===== src/rtl/timer_ctrl_pkg.sv =====
// Shared state encodings and default widths for the timer sequencing core.
package timer_ctrl_pkg;

    localparam int CNT_W_DEF   = 32;
    localparam int PRESC_W_DEF = 16;

    typedef enum logic [1:0] {
        ST_IDLE  = 2'b00,
        ST_RUN   = 2'b01,
        ST_PAUSE = 2'b10,
        ST_DONE  = 2'b11
    } state_t;

endpackage


===== src/rtl/timer_prescaler.sv =====
// Prescale divider: counts enabled cycles and strobes tick when the count matches presc_i.
module timer_prescaler
    import timer_ctrl_pkg::*;
#(
    parameter int PRESC_W = PRESC_W_DEF
) (
    input  logic               HCLK,
    input  logic               HRESETn,
    input  logic               enable,
    input  logic               clear,
    input  logic [PRESC_W-1:0] presc_i,
    output logic               tick
);

    logic [PRESC_W-1:0] presc_cnt_reg;

    always_ff @(posedge HCLK or negedge HRESETn) begin
        if (!HRESETn) begin
            presc_cnt_reg <= '0;
        end else if (clear) begin
            presc_cnt_reg <= '0;
        end else if (enable) begin
            if (presc_cnt_reg == presc_i)
                presc_cnt_reg <= '0;
            else
                presc_cnt_reg <= presc_cnt_reg + 1'b1;
        end
    end

    // Combinational strobe so the counter advances on the same edge the phase wraps.
    assign tick = enable && (presc_cnt_reg == presc_i);

endmodule


===== src/rtl/timer_ctrl.sv =====
// Timer sequencing core: FSM, prescaled up-counter, wrap pulse and sticky irq.
// Optional count capture is enabled by defining TIMER_CTRL_CAPTURE_EN.
module timer_ctrl
    import timer_ctrl_pkg::*;
#(
    parameter int CNT_W   = CNT_W_DEF,
    parameter int PRESC_W = PRESC_W_DEF
) (
    input  logic               HCLK,
    input  logic               HRESETn,
    input  logic               TimerRst_i,
    input  logic               TimerEn_i,
    input  logic               oneshot_i,
    input  logic [PRESC_W-1:0] presc_i,
    input  logic [CNT_W-1:0]   period_i,
    input  logic               irq_clr_i,
    input  logic               capture_i,
    output logic [CNT_W-1:0]   count_o,
    output logic               tick_o,
    output logic               wrap_o,
    output logic               irq_o,
    output logic [1:0]         state_o,
    output logic [CNT_W-1:0]   capture_o
);

    state_t             state_reg, state_next;
    logic [CNT_W-1:0]   count_reg, count_next;
    logic               tick_reg, wrap_reg, irq_reg;
    logic               irq_next, wrap_hit, terminal;
    logic               run_en, presc_tick;

    assign run_en = (state_reg == ST_RUN) && !TimerRst_i;

    timer_prescaler #(
        .PRESC_W (PRESC_W)
    ) u_prescaler (
        .HCLK    (HCLK),
        .HRESETn (HRESETn),
        .enable  (run_en),
        .clear   (TimerRst_i),
        .presc_i (presc_i),
        .tick    (presc_tick)
    );

    // >= rather than == so shrinking period_i mid-run wraps at once instead of running away.
    assign terminal = (count_reg >= period_i);
    assign wrap_hit = presc_tick && terminal;

    always_comb begin
        state_next = state_reg;
        count_next = count_reg;
        irq_next   = irq_reg;

        case (state_reg)
            ST_IDLE:  if (TimerEn_i) state_next = ST_RUN;
            ST_RUN: begin
                if (wrap_hit && oneshot_i) state_next = ST_DONE;
                else if (!TimerEn_i)       state_next = ST_PAUSE;
            end
            ST_PAUSE: if (TimerEn_i) state_next = ST_RUN;
            default:  state_next = ST_DONE;
        endcase

        if (presc_tick) begin
            if (!terminal)      count_next = count_reg + 1'b1;
            else if (!oneshot_i) count_next = '0;
        end

        if (TimerRst_i) begin
            state_next = ST_IDLE;
            count_next = '0;
        end

        if (wrap_hit)       irq_next = 1'b1;
        else if (irq_clr_i) irq_next = 1'b0;
    end

    always_ff @(posedge HCLK or negedge HRESETn) begin
        if (!HRESETn) begin
            state_reg <= ST_IDLE;
            count_reg <= '0;
            tick_reg  <= 1'b0;
            wrap_reg  <= 1'b0;
            irq_reg   <= 1'b0;
        end else begin
            state_reg <= state_next;
            count_reg <= count_next;
            tick_reg  <= presc_tick;
            wrap_reg  <= wrap_hit;
            irq_reg   <= irq_next;
        end
    end

    assign count_o = count_reg;
    assign tick_o  = tick_reg;
    assign wrap_o  = wrap_reg;
    assign irq_o   = irq_reg;
    assign state_o = state_reg;

`ifdef TIMER_CTRL_CAPTURE_EN
    logic             capture_prev_reg;
    logic [CNT_W-1:0] capture_reg;

    always_ff @(posedge HCLK or negedge HRESETn) begin
        if (!HRESETn) begin
            capture_prev_reg <= 1'b0;
            capture_reg      <= '0;
        end else begin
            capture_prev_reg <= capture_i;
            if (capture_i && !capture_prev_reg)
                capture_reg <= count_reg;
        end
    end

    assign capture_o = capture_reg;
`else
    logic unused_capture;
    assign unused_capture = capture_i;
    assign capture_o      = '0;
`endif

endmodule

===== config.mk =====
export PLATFORM = sky130hd
export DESIGN_NAME = timer_ctrl
export DESIGN_NICKNAME = d
export VERILOG_FILES = /design/src/rtl/timer_ctrl_pkg.sv /design/src/rtl/timer_prescaler.sv /design/src/rtl/timer_ctrl.sv
export SDC_FILE = /design/constraint.sdc
export NUM_CORES = 1
export LEC_CHECK = 0
export CORE_ASPECT_RATIO = 1.4
export CORE_MARGIN = 2
export CORE_UTILIZATION = 35
export CTS_CLUSTER_DIAMETER = 100
export DETAILED_ROUTE_END_ITERATION = 7
export PLACE_DENSITY = 0.69
export SETUP_SLACK_MARGIN = 0.02
export SLEW_MARGIN = 5
export SYNTH_ARGS = -nofsm -noshare
export SYNTH_HDL_FRONTEND = slang
export SYNTH_HIERARCHICAL = 1
export SYNTH_SLANG_ARGS = --single-unit

===== constraint.sdc =====
create_clock -name HCLK -period 3.15 [get_ports HCLK]
set_input_delay 0.315 -clock HCLK [delete_from_list [all_inputs] [get_ports HCLK]]
set_output_delay 0.315 -clock HCLK [all_outputs]
set_load 0.02 [all_outputs]

==> metrics.md <==
| Metric | Value |
|---|---|
| Max-cap violations | 0 |
| Worst-path fanout max | 8 |
| Data required, critical path | 3340 ps |
| Remaining routing DRC violations | 0 |
| Syn-to-layout area delta | 27.6% |
| Synth area leader | dfrtp_1 |
| Skew final | 8.53 ps |
| Gr ovfl total | 0 |
| Final Cycle Share | 91.9% |
| Crit. End Element | flop |
| Post-DP HPWL | 8.49 mm |
| Status | completed |
| I/O Pins | 124 |
| Final ANT Viol Nets | 0 |
| Layout Nets | 667 |
| Hold Worst Slack | 113 ps |
| CTS H-Tree Depth | 2 |
| Core area | 11700 um2 |
| Syn Inst Count | 475 |
| Clk_lat worst skew | 290 ps |
| Final slew viol count | 0 |
| Share of cells above drive strength 1 | 9.52% |
| Die Width | 96.2 um |
| Initial antenna violation count | 0 |
| Num CTS Buffers | 5 |
| Clk pwr share | 38.6% |
| Die Span Y | 133 um |
| Worst relative slew slack | 45.8% |
| RD Place Congestion | 0.807 |
| Yosys reg bits | 53 |
| Total chip power | 1.45 mW |
| Worst slew pin tran | 812 ps |
| Worst Hold Class | input pin to async pin |
| Mapped Area | 4170 um2 |
| Violation count after the first detailed-route iteration | 190 |
| First-pass GRT wire length | 17.4 mm |
| Final WL | 10.8 mm |
| FP Rows | 47 |
| Register area share after synthesis | 31.8% |
| CTS tree | built |
| Critical path arrival | 3080 ps |
| Yosys warning total | 6 |
| Number of global-route vias before repair | 3761 |
| Sequential share of power | 47.3% |
| Main synth FF type | dfrtp_1 |
| Final setup fails | 0 |
| Most frequent cells in the layout | clkdlybuf4s50_1 (89), dfrtp_1 (53), nand2_1 (43) |
| Starting Density | 35.6% |
| Leakage | 2.51 nW |
| Post-CTS Setup Bufs | 0 |
| 1st-pass router iterations | 4 |
| Most common cell after layout, fill and taps aside | clkdlybuf4s50_1 |
| Via density | 5.19 |
| P_sw | 362 uW |
| Synth top area share | 31.8% |
| Diode count | 0 |
| Resized Gates After CTS | 0 |
| Clock tree sinks | 53 |
| Post-synth EDFFs | 0 |
| Int Power | 1.09 mW |
| Critical path class | flop to flop |
| Power per Cell Area | 273 nW/um2 |
| Port Buffer Count | 90 |
| Non-filler cells, final | 725 |
| Final min period | 2900 ps |
| Max Freq | 345 MHz |
| Maximum VDD drop | 213 uV |
| Final Hold Viols | 0 |
| Post-CTS Hold Buffers | 0 |
| CTS Buffer Depth | 2 |
| Post-synth ARST share | 100% |
| Ranking of synthesized cells by area | dfrtp_1 (32%), ha_1 (10%), buf_4 (6.1%) |
| Combinational fraction of design power | 14.2% |
| Clock slew at reported path FFs | 70 ps |
| Largest register FFs | 32 |
| Wire per inst | 14.9 um |
| Clock root cell | clkbuf_16 |
| Mean Syn Cell Area | 8.77 um2 |
| Worst setup SP type | flop |
| Count of cell types in the netlist | 57 |
| RSZ-0062 raised after global routing | false |
| Total number of vias | 3761 |
| Overall Global Routing Usage | 17.0% |
| Sw frac | 25.0% |
| Placed Cells | 718 |
| Largest net degree at the start of global routing | 36 |
| Die area | 12800 um2 |
[critical path: stages, from the launching register on]
cell	delay (ps)
dfrtp_1	490
ha_1	350
and4_1	240
a221oi_1	490
a21oi_2	150
buf_4	180
or2_2	330
o31a_1	310
a31o_2	240
[cell type report]
type	count	area, um2
Fill cell	1150	6390
Inverter	41	154
Multi-Input combinational cell	368	2470
Timing Repair Buffer	109	1040
Tap cell	147	184
Clock buffer	6	139
Sequential cell	53	1330
Clock inverter	1	7.51
[synth_stat cells (5+ instances only)]
cell	instances
xor2_1	22
mux2i_1	7
nor2_2	10
nand3_1	34
a221o_1	8
and4_1	7
o311ai_0	5
ha_1	34
nand2_1	43
a21oi_1	21
nor2_1	26
o21ai_0	21
buf_4	34
nor4_2	5
and3_1	17
xnor2_1	6
nor3_1	13
inv_1	41
nand4_1	13
dfrtp_1	53
[stage by stage]
step	instance area, um2	util (%)	worst slack (ps)	TNS (ps)
6_report	5320	45.4	254	0
5_1_grt	5320	45.4	145	0
4_1_cts	5320	45.4	232	0
3_5_place_dp	5170	44.2	-72.7	-173
3_3_place_gp	5170	44.2	-26.6	-29.0
2_1_floorplan	4280	-	447	0
[power groups by stage]
stage / clock (mW) / combinational, mW / sequential [mW]
after floorplan: 0 / 0.133 / 0.699
after global placement: 0 / 0.201 / 0.698
after detailed placement: 0 / 0.207 / 0.698
after CTS: 0.565 / 0.208 / 0.685
after global routing: 0.603 / 0.227 / 0.685
final: 0.559 / 0.205 / 0.685
[final timing paths]
| kind | start | to | slack [ps] | cells after the start |
|---|---|---|---|---|
| setup / recovery | count_o[14] | count_o[7] | 250 | 8 |
| min in group HCLK | irq_o | irq_o | 520 | 2 |
| hold / removal | HRESETn | count_o[1] | 110 | 1 |
| hold reg to reg | irq_o | irq_o | 520 | 2 |
| max in group asynchronous | HRESETn | u_prescaler/presc_cnt_reg[2] | 2270 | 2 |
| setup reg to reg | count_o[14] | count_o[7] | 250 | 8 |
[routing by layer]
metal	GRT usage (%)	vias to the layer above	wire, um
li1	-	1825	-
met1	19.0	1819	4110
met2	31.6	98	5910
met3	2.49	19	509
met4	5.95	0	243
met5	0	-	0
[cell families (layout without fill, tap and decap cells)]
family	count (synthesis)	in the layout	share of synthesized area, %
and+or+nand+nor	185	185	24.1
buffers and inverters	85	157	11.7
AOI/OAI and AO/OA	82	82	14.5
DFF	53	53	31.8
adders and majority gates	34	34	10.2
xor gates and xnor gates	28	28	5.89
muxes	7	7	1.68
other	1	32	0.0900
Power figures use the tool's default switching activity.
